--- config.mk ---
export PLATFORM = sky130hd
export DESIGN_NAME = sprite_palette_lut_flat
export DESIGN_NICKNAME = d
export VERILOG_FILES = /design/src/rtl/sprite_palette_lut_if.sv /design/src/rtl/sprite_palette_lut.sv /design/src/flat_wrapper.sv
export SDC_FILE = /design/constraint.sdc
export NUM_CORES = 2
export LEC_CHECK = 0
export CORE_UTILIZATION = 56
export DETAILED_ROUTE_END_ITERATION = 10
export PLACE_DENSITY = 0.76
export SYNTH_ARGS = -nofsm -noshare
export SYNTH_HDL_FRONTEND = slang
export SYNTH_SLANG_ARGS = --single-unit
--- constraint.sdc ---
create_clock -name Clk -period 4.4 [get_ports Clk]
set_clock_uncertainty 0.1 [all_clocks]
set_input_delay 0.66 -clock Clk [delete_from_list [all_inputs] [get_ports Clk]]
set_output_delay 0.66 -clock Clk [all_outputs]
set_load 0.03 [all_outputs]
--- src/rtl/sprite_palette_lut_if.sv ---
// Lookup/write bus for the sprite palette LUT: write port, lookup request and registered colour result.
interface sprite_palette_lut_if #(
    parameter int unsigned IDX_W     = 4,
    parameter int unsigned COLOR_W   = 8,
    parameter int unsigned NUM_BANKS = 4
);
    localparam int unsigned BANK_W = (NUM_BANKS > 1) ? $clog2(NUM_BANKS) : 1;
    localparam int unsigned RGB_W  = 3 * COLOR_W;

    logic              wr_en;
    logic [BANK_W-1:0] wr_bank;
    logic [IDX_W-1:0]  wr_idx;
    logic [RGB_W-1:0]  wr_rgb;

    logic              rd_valid_in;
    logic [BANK_W-1:0] rd_bank;
    logic [IDX_W-1:0]  rd_idx;
    logic [1:0]        dim;

    logic [COLOR_W-1:0] red;
    logic [COLOR_W-1:0] green;
    logic [COLOR_W-1:0] blue;
    logic               opaque;
    logic               rd_valid_out;

    // Game logic / sprite renderer side
    modport master (
        output wr_en, wr_bank, wr_idx, wr_rgb,
        output rd_valid_in, rd_bank, rd_idx, dim,
        input  red, green, blue, opaque, rd_valid_out
    );

    // Palette LUT side
    modport slave (
        input  wr_en, wr_bank, wr_idx, wr_rgb,
        input  rd_valid_in, rd_bank, rd_idx, dim,
        output red, green, blue, opaque, rd_valid_out
    );
endinterface

--- src/rtl/sprite_palette_lut.sv ---
// Banked, run-time writable sprite colour LUT with a fixed 2-cycle lookup pipeline,
// transparency on a reserved index and per-request dimming.
module sprite_palette_lut #(
    parameter int unsigned IDX_W           = 4,
    parameter int unsigned COLOR_W         = 8,
    parameter int unsigned NUM_BANKS       = 4,
    parameter int unsigned TRANSPARENT_IDX = 0
) (
    input logic                 Clk,
    input logic                 Reset,
    sprite_palette_lut_if.slave bus
);
    localparam int unsigned BANK_W = (NUM_BANKS > 1) ? $clog2(NUM_BANKS) : 1;
    localparam int unsigned DEPTH  = 1 << IDX_W;
    localparam int unsigned RGB_W  = 3 * COLOR_W;
    localparam logic [BANK_W:0]  NUM_BANKS_L = (BANK_W + 1)'(NUM_BANKS);
    localparam logic [IDX_W-1:0] TRANSP_L    = IDX_W'(TRANSPARENT_IDX);

    typedef struct packed {
        logic [COLOR_W-1:0] r;
        logic [COLOR_W-1:0] g;
        logic [COLOR_W-1:0] b;
    } rgb_t;

    rgb_t mem [NUM_BANKS][DEPTH];

    logic              s1_valid;
    logic [BANK_W-1:0] s1_bank;
    logic [IDX_W-1:0]  s1_idx;
    logic [1:0]        s1_dim;

    logic               wr_ok_c;
    logic               rd_bank_ok_c;
    rgb_t               entry_c;
    logic [COLOR_W-1:0] red_c;
    logic [COLOR_W-1:0] green_c;
    logic [COLOR_W-1:0] blue_c;
    logic               opaque_c;

    // Map an 8-bit default channel onto COLOR_W bits: keep the MSBs, zero-pad below.
    function automatic logic [COLOR_W-1:0] scale_chan(input logic [7:0] c);
        logic [COLOR_W+7:0] t;
        t = {c, COLOR_W'(0)};
        return t[COLOR_W+7 -: COLOR_W];
    endfunction

    // Power-up contents of bank 0; unlisted entries are black.
    function automatic rgb_t default_entry(input int unsigned idx);
        logic [23:0] v;
        case (idx)
            0:       v = 24'hFFC0CB;
            1:       v = 24'h000000;
            2:       v = 24'h444653;
            3:       v = 24'hE90044;
            4:       v = 24'h57525E;
            5:       v = 24'h918594;
            6:       v = 24'h1E1F27;
            7:       v = 24'h373946;
            8:       v = 24'h3B405D;
            default: v = 24'h000000;
        endcase
        return '{r: scale_chan(v[23:16]), g: scale_chan(v[15:8]), b: scale_chan(v[7:0])};
    endfunction

    // Writes to a bank beyond NUM_BANKS are discarded.
    always_comb begin
        wr_ok_c = 1'b0;
        wr_ok_c = bus.wr_en && ({1'b0, bus.wr_bank} < NUM_BANKS_L);
    end

    // Palette storage: default table on reset, single write port otherwise.
    always_ff @(posedge Clk) begin
        if (Reset) begin
            for (int b = 0; b < int'(NUM_BANKS); b++) begin
                for (int i = 0; i < int'(DEPTH); i++) begin
                    mem[b][i] <= (b == 0) ? default_entry(i) : '0;
                end
            end
        end else if (wr_ok_c) begin
            mem[bus.wr_bank][bus.wr_idx] <= rgb_t'(bus.wr_rgb);
        end
    end

    // Stage 1: capture the lookup request.
    always_ff @(posedge Clk) begin
        if (Reset) begin
            s1_valid <= 1'b0;
            s1_bank  <= '0;
            s1_idx   <= '0;
            s1_dim   <= '0;
        end else begin
            s1_valid <= bus.rd_valid_in;
            s1_bank  <= bus.rd_bank;
            s1_idx   <= bus.rd_idx;
            s1_dim   <= bus.dim;
        end
    end

    // Array read and colour shaping for the request held in stage 1.
    always_comb begin
        entry_c      = '0;
        rd_bank_ok_c = 1'b0;
        red_c        = '0;
        green_c      = '0;
        blue_c       = '0;
        opaque_c     = 1'b0;
        rd_bank_ok_c = {1'b0, s1_bank} < NUM_BANKS_L;
        if (rd_bank_ok_c) begin
            entry_c = mem[s1_bank][s1_idx];
        end
        if (rd_bank_ok_c && (s1_idx != TRANSP_L)) begin
            red_c    = entry_c.r >> s1_dim;
            green_c  = entry_c.g >> s1_dim;
            blue_c   = entry_c.b >> s1_dim;
            opaque_c = 1'b1;
        end
    end

    // Stage 2: register results; colour outputs hold while no request is in flight.
    always_ff @(posedge Clk) begin
        if (Reset) begin
            bus.red          <= '0;
            bus.green        <= '0;
            bus.blue         <= '0;
            bus.opaque       <= 1'b0;
            bus.rd_valid_out <= 1'b0;
        end else begin
            bus.rd_valid_out <= s1_valid;
            if (s1_valid) begin
                bus.red    <= red_c;
                bus.green  <= green_c;
                bus.blue   <= blue_c;
                bus.opaque <= opaque_c;
            end
        end
    end
endmodule

--- src/flat_wrapper.sv ---
// flat-port wrapper written by rule: the top's interface ports become plain ports
module sprite_palette_lut_flat 
#(
    parameter int unsigned IDX_W           = 4,
    parameter int unsigned COLOR_W         = 8,
    parameter int unsigned NUM_BANKS       = 4,
    parameter int unsigned TRANSPARENT_IDX = 0
)
  (Clk, Reset, bus_wr_en, bus_wr_bank, bus_wr_idx, bus_wr_rgb, bus_rd_valid_in, bus_rd_bank, bus_rd_idx, bus_dim, bus_red, bus_green, bus_blue, bus_opaque, bus_rd_valid_out);
  sprite_palette_lut_if #(.IDX_W(IDX_W), .COLOR_W(COLOR_W), .NUM_BANKS(NUM_BANKS)) bus_i ();
  input logic Clk;
  input logic Reset;
  input wire logic [$bits(bus_i.wr_en)-1:0] bus_wr_en;
  input wire logic [$bits(bus_i.wr_bank)-1:0] bus_wr_bank;
  input wire logic [$bits(bus_i.wr_idx)-1:0] bus_wr_idx;
  input wire logic [$bits(bus_i.wr_rgb)-1:0] bus_wr_rgb;
  input wire logic [$bits(bus_i.rd_valid_in)-1:0] bus_rd_valid_in;
  input wire logic [$bits(bus_i.rd_bank)-1:0] bus_rd_bank;
  input wire logic [$bits(bus_i.rd_idx)-1:0] bus_rd_idx;
  input wire logic [$bits(bus_i.dim)-1:0] bus_dim;
  output wire logic [$bits(bus_i.red)-1:0] bus_red;
  output wire logic [$bits(bus_i.green)-1:0] bus_green;
  output wire logic [$bits(bus_i.blue)-1:0] bus_blue;
  output wire logic [$bits(bus_i.opaque)-1:0] bus_opaque;
  output wire logic [$bits(bus_i.rd_valid_out)-1:0] bus_rd_valid_out;
  assign bus_i.wr_en = bus_wr_en;
  assign bus_i.wr_bank = bus_wr_bank;
  assign bus_i.wr_idx = bus_wr_idx;
  assign bus_i.wr_rgb = bus_wr_rgb;
  assign bus_i.rd_valid_in = bus_rd_valid_in;
  assign bus_i.rd_bank = bus_rd_bank;
  assign bus_i.rd_idx = bus_rd_idx;
  assign bus_i.dim = bus_dim;
  assign bus_red = bus_i.red;
  assign bus_green = bus_i.green;
  assign bus_blue = bus_i.blue;
  assign bus_opaque = bus_i.opaque;
  assign bus_rd_valid_out = bus_i.rd_valid_out;
  sprite_palette_lut #(.IDX_W(IDX_W), .COLOR_W(COLOR_W), .NUM_BANKS(NUM_BANKS), .TRANSPARENT_IDX(TRANSPARENT_IDX)) u_core (.Clk(Clk), .Reset(Reset), .bus(bus_i));
endmodule
==> summary.md <==
| Metric | Value |
|---|---|
| Post-synthesis sequential area ratio | 0.6512 |
| Largest net degree at the start of global routing | 70 |
| Initial core utilization | 0.5639 |
| Post-cts sizing count | 0 |
| DIE WIDTH | 360.3 um |
| Max incr delay on CP | 1.11 ns |
| DP HPWL | 132,800 um |
| DRC | 0 |
| Met3 Use GR | 0.09815 |
| Detailed Route WL | 213,400 um |
| Setup ws final | 0.1636 ns |
| Bufs and invs on worst path | 2 |
| Hold Path Depth | 2 |
| Cell total after placement | 6,235 |
| GRT Util Overall | 0.3301 |
| Die ar. | 129,800 um2 |
| Detailed Routing Iterations Pass 1 | 8 |
| Worst path slowest cell | o311ai_0 |
| Initial antenna violation count | 15 |
| Leakage | 27.18 nW |
| Die height | 360.3 um |
| Top-count cell post-synth | edfxtp_1 |
| Critical path start-end classification | flop to flop |
| Type of the most critical hold path | input pin to flop |
| Final worst path period need | 4.236 ns |
| Post-synthesis async set-or-reset flop share | 0 |
| # IOs | 68 |
| First-pass GRT wire length | 303,800 um |
| Final period util | 0.9628 |
| Fin cells | 6,530 |
| Top Family by Delay on Critical Path | compound AO/OA/AOI/OAI gates |
| GR Util met2 | 0.4849 |
| CTS tree | built |
| Hold slack | 0.3031 ns |
| Design Area, Final | 79,290 um2 |
| Clk buf depth | 3 |
| Htree depth | 4 |
| Hold Vio Cnt, Final | 0 |
| Fin nets | 4,777 |
| Worst Tran Pin Value | 1.367 ns |
| Root buf cell | clkbuf_16 |
| Setup-failing EPs final | 0 |
| Vias | 43,190 |
| Power, Total | 33.38 mW |
| Mapped Area | 71,900 um2 |
| Layout cells sized above 1 | 0.1901 |
| Max Clock Freq | 236.0 MHz |
| Mapped Nets | 4,793 |
| Dpl ws | 0.1784 ns |
| Antenna-violating nets left | 0 |
| GR Layer Usage met1 | 0.4658 |
| Gr ovfl total | 0 |
| Synthesized flop and latch total | 1,571 |
| Synth Area per Inst | 15.13 um2 |
| Crit-path cells | buf_12 > buf_4 > mux4_2 > o311ai_0 > o22ai_1 > nor2_1 > o221ai_1 |
| Core ar. | 127,500 um2 |
| Primary FF master, synth | edfxtp_1 |
| Worst-path clk slew | 0.06 ns |
| Post-CTS Setup Repair Bufs | 0 |
| Netlist cell types | 69 |
| Reg2reg path depth | 7 |
| CTS Sinks | 1,571 |
| Post-DP Area | 74,340 um2 |
| DR iter-0 viols | 6,971 |
| Top-area cell type share of the netlist area | 0.6415 |
| GRT Max-Usage Layer | met2 |
| Slew Limit Fails | 0 |
| Top cells by area, synth | edfxtp_1, and2_1, mux4_2 |
| Cells after synthesis | 4,751 |
| Commonest cells in the netlist | edfxtp_1, and2_1, mux4_2 |
| Maxcap violations | 0 |
| Setup crit start kind | flop |
| CP Depth | 7 |
| IO Port Bufs | 67 |
| Number of synthesized flops with an enable pin | 1,536 |
| Placer congestion estimate | 0.9996 |
| Synth warnings | 0 |
| PwrDens | 420.9 nW/um2 |
| Status | complete, no violations |
| Post-DR wirelength/cell | 32.68 um |
| Slew HR | 0.07711 |
| Num rows | 131 |
| RSZ-0062 raised after global routing | false |
| Final setup TNS | 0 ns |
| Leading area contributor after synthesis | edfxtp_1 |
| Worst Setup End Kind | flop |
| Post-DR vias/cell | 6.614 |
| Critical Path AT | 4.81 ns |
| Vias in the first global route | 41,820 |
| Worst path required time | 4.97 ns |
| Clk Latency, worst-skew pair | 0.81 ns |
| Hold Buf Count CTS | 0 |
| Cts bufs inserted | 160 |
| Max VDD drop | 0.0004005 V |
| Area delta synth->final | 10.27% |
| Peak fanout along the critical path | 39 |
| Post-layout util | 0.6218 |
[logic make-up (layout without fill, tap and decap cells)]
logic type             count (synthesis)  after routing  synth area share
AO/OA/AOI/OAI                        278            278           0.02836
buffers and inverters                481            591           0.03075
flip-flops                          1571           1571            0.6512
multiplexers                         492            492            0.1286
other                                  0              7                 0
AND/OR/NAND/NOR                     1929           1929            0.1611
[where the power goes]
group	total [mW]	switching [mW]	internal, mW
Combinational	2.80	1.86	0.945
Clock	13.1	5.79	7.32
Sequential	17.5	0.292	17.2
Total	33.4	7.95	25.4
[state kept, by name (all words and copies together) (netlist names), named ones only]
signal,flops
u_core.mem,1536
u_core.bus.green,8
u_core.bus.rd_valid_out,1
u_core.s1_dim,2
u_core.bus.blue,8
u_core.s1_idx,4
u_core.bus.opaque,1
u_core.s1_valid,1
u_core.bus.red,8
[cell usage in the layout, fill, tap and decap left out, types with 26 or more instances in the layout]
master,netlist,layout
mux4_2,343,343
nor2_1,110,109
clkbuf_16,0,164
edfxtp_1,1536,1536
or3_1,94,94
clkinv_1,1,38
and2_1,1452,1451
a22oi_1,41,41
dfxtp_1,35,30
nand3_1,35,35
nor2b_1,28,26
buf_4,43,210
mux2i_1,125,125
clkbuf_1,341,41
clkdlybuf4s50_1,0,42
or2_2,70,69
a21oi_1,32,32
o22ai_1,33,33
nand2_1,82,81
[routing by layer]
layer  part of all wire  wire length (um)  vias to the layer above
met4              0.040              8515                        4
met1               0.37             79350                    22050
met5            0.00019                40                        -
met3               0.14             30470                      453
li1                   -                 -                    17490
met2               0.45             95010                     3204
[cell type report]
cell class / count / area, um2
timing repair buffer: 295 / 2497
clock inverter: 83 / 678.2
antenna: 7 / 17.52
clock buffer: 205 / 4258
multi-input combinational: 2699 / 22890
tap: 1662 / 2079
sequential: 1571 / 46840
fill: 9080 / 48230
inverter: 8 / 31.28
[path summary, 6_finish.rpt]
| kind | from | to | slack [ns] |
|---|---|---|---|
| worst max-delay path | flop | u_core.bus.green[0]$_SDFFE_PP0P_ | 0.16 |
| worst max register to register | flop | u_core.bus.green[0]$_SDFFE_PP0P_ | 0.16 |
| worst min-delay path | bus_rd_idx[0] | u_core.s1_idx[0]$_SDFF_PP0_ | 0.30 |
| worst min register to register | u_core.s1_valid$_SDFF_PP0_ | u_core.bus.rd_valid_out$_SDFF_PP0_ | 0.37 |
No activity file was read; power rests on OpenSTA's default activity.
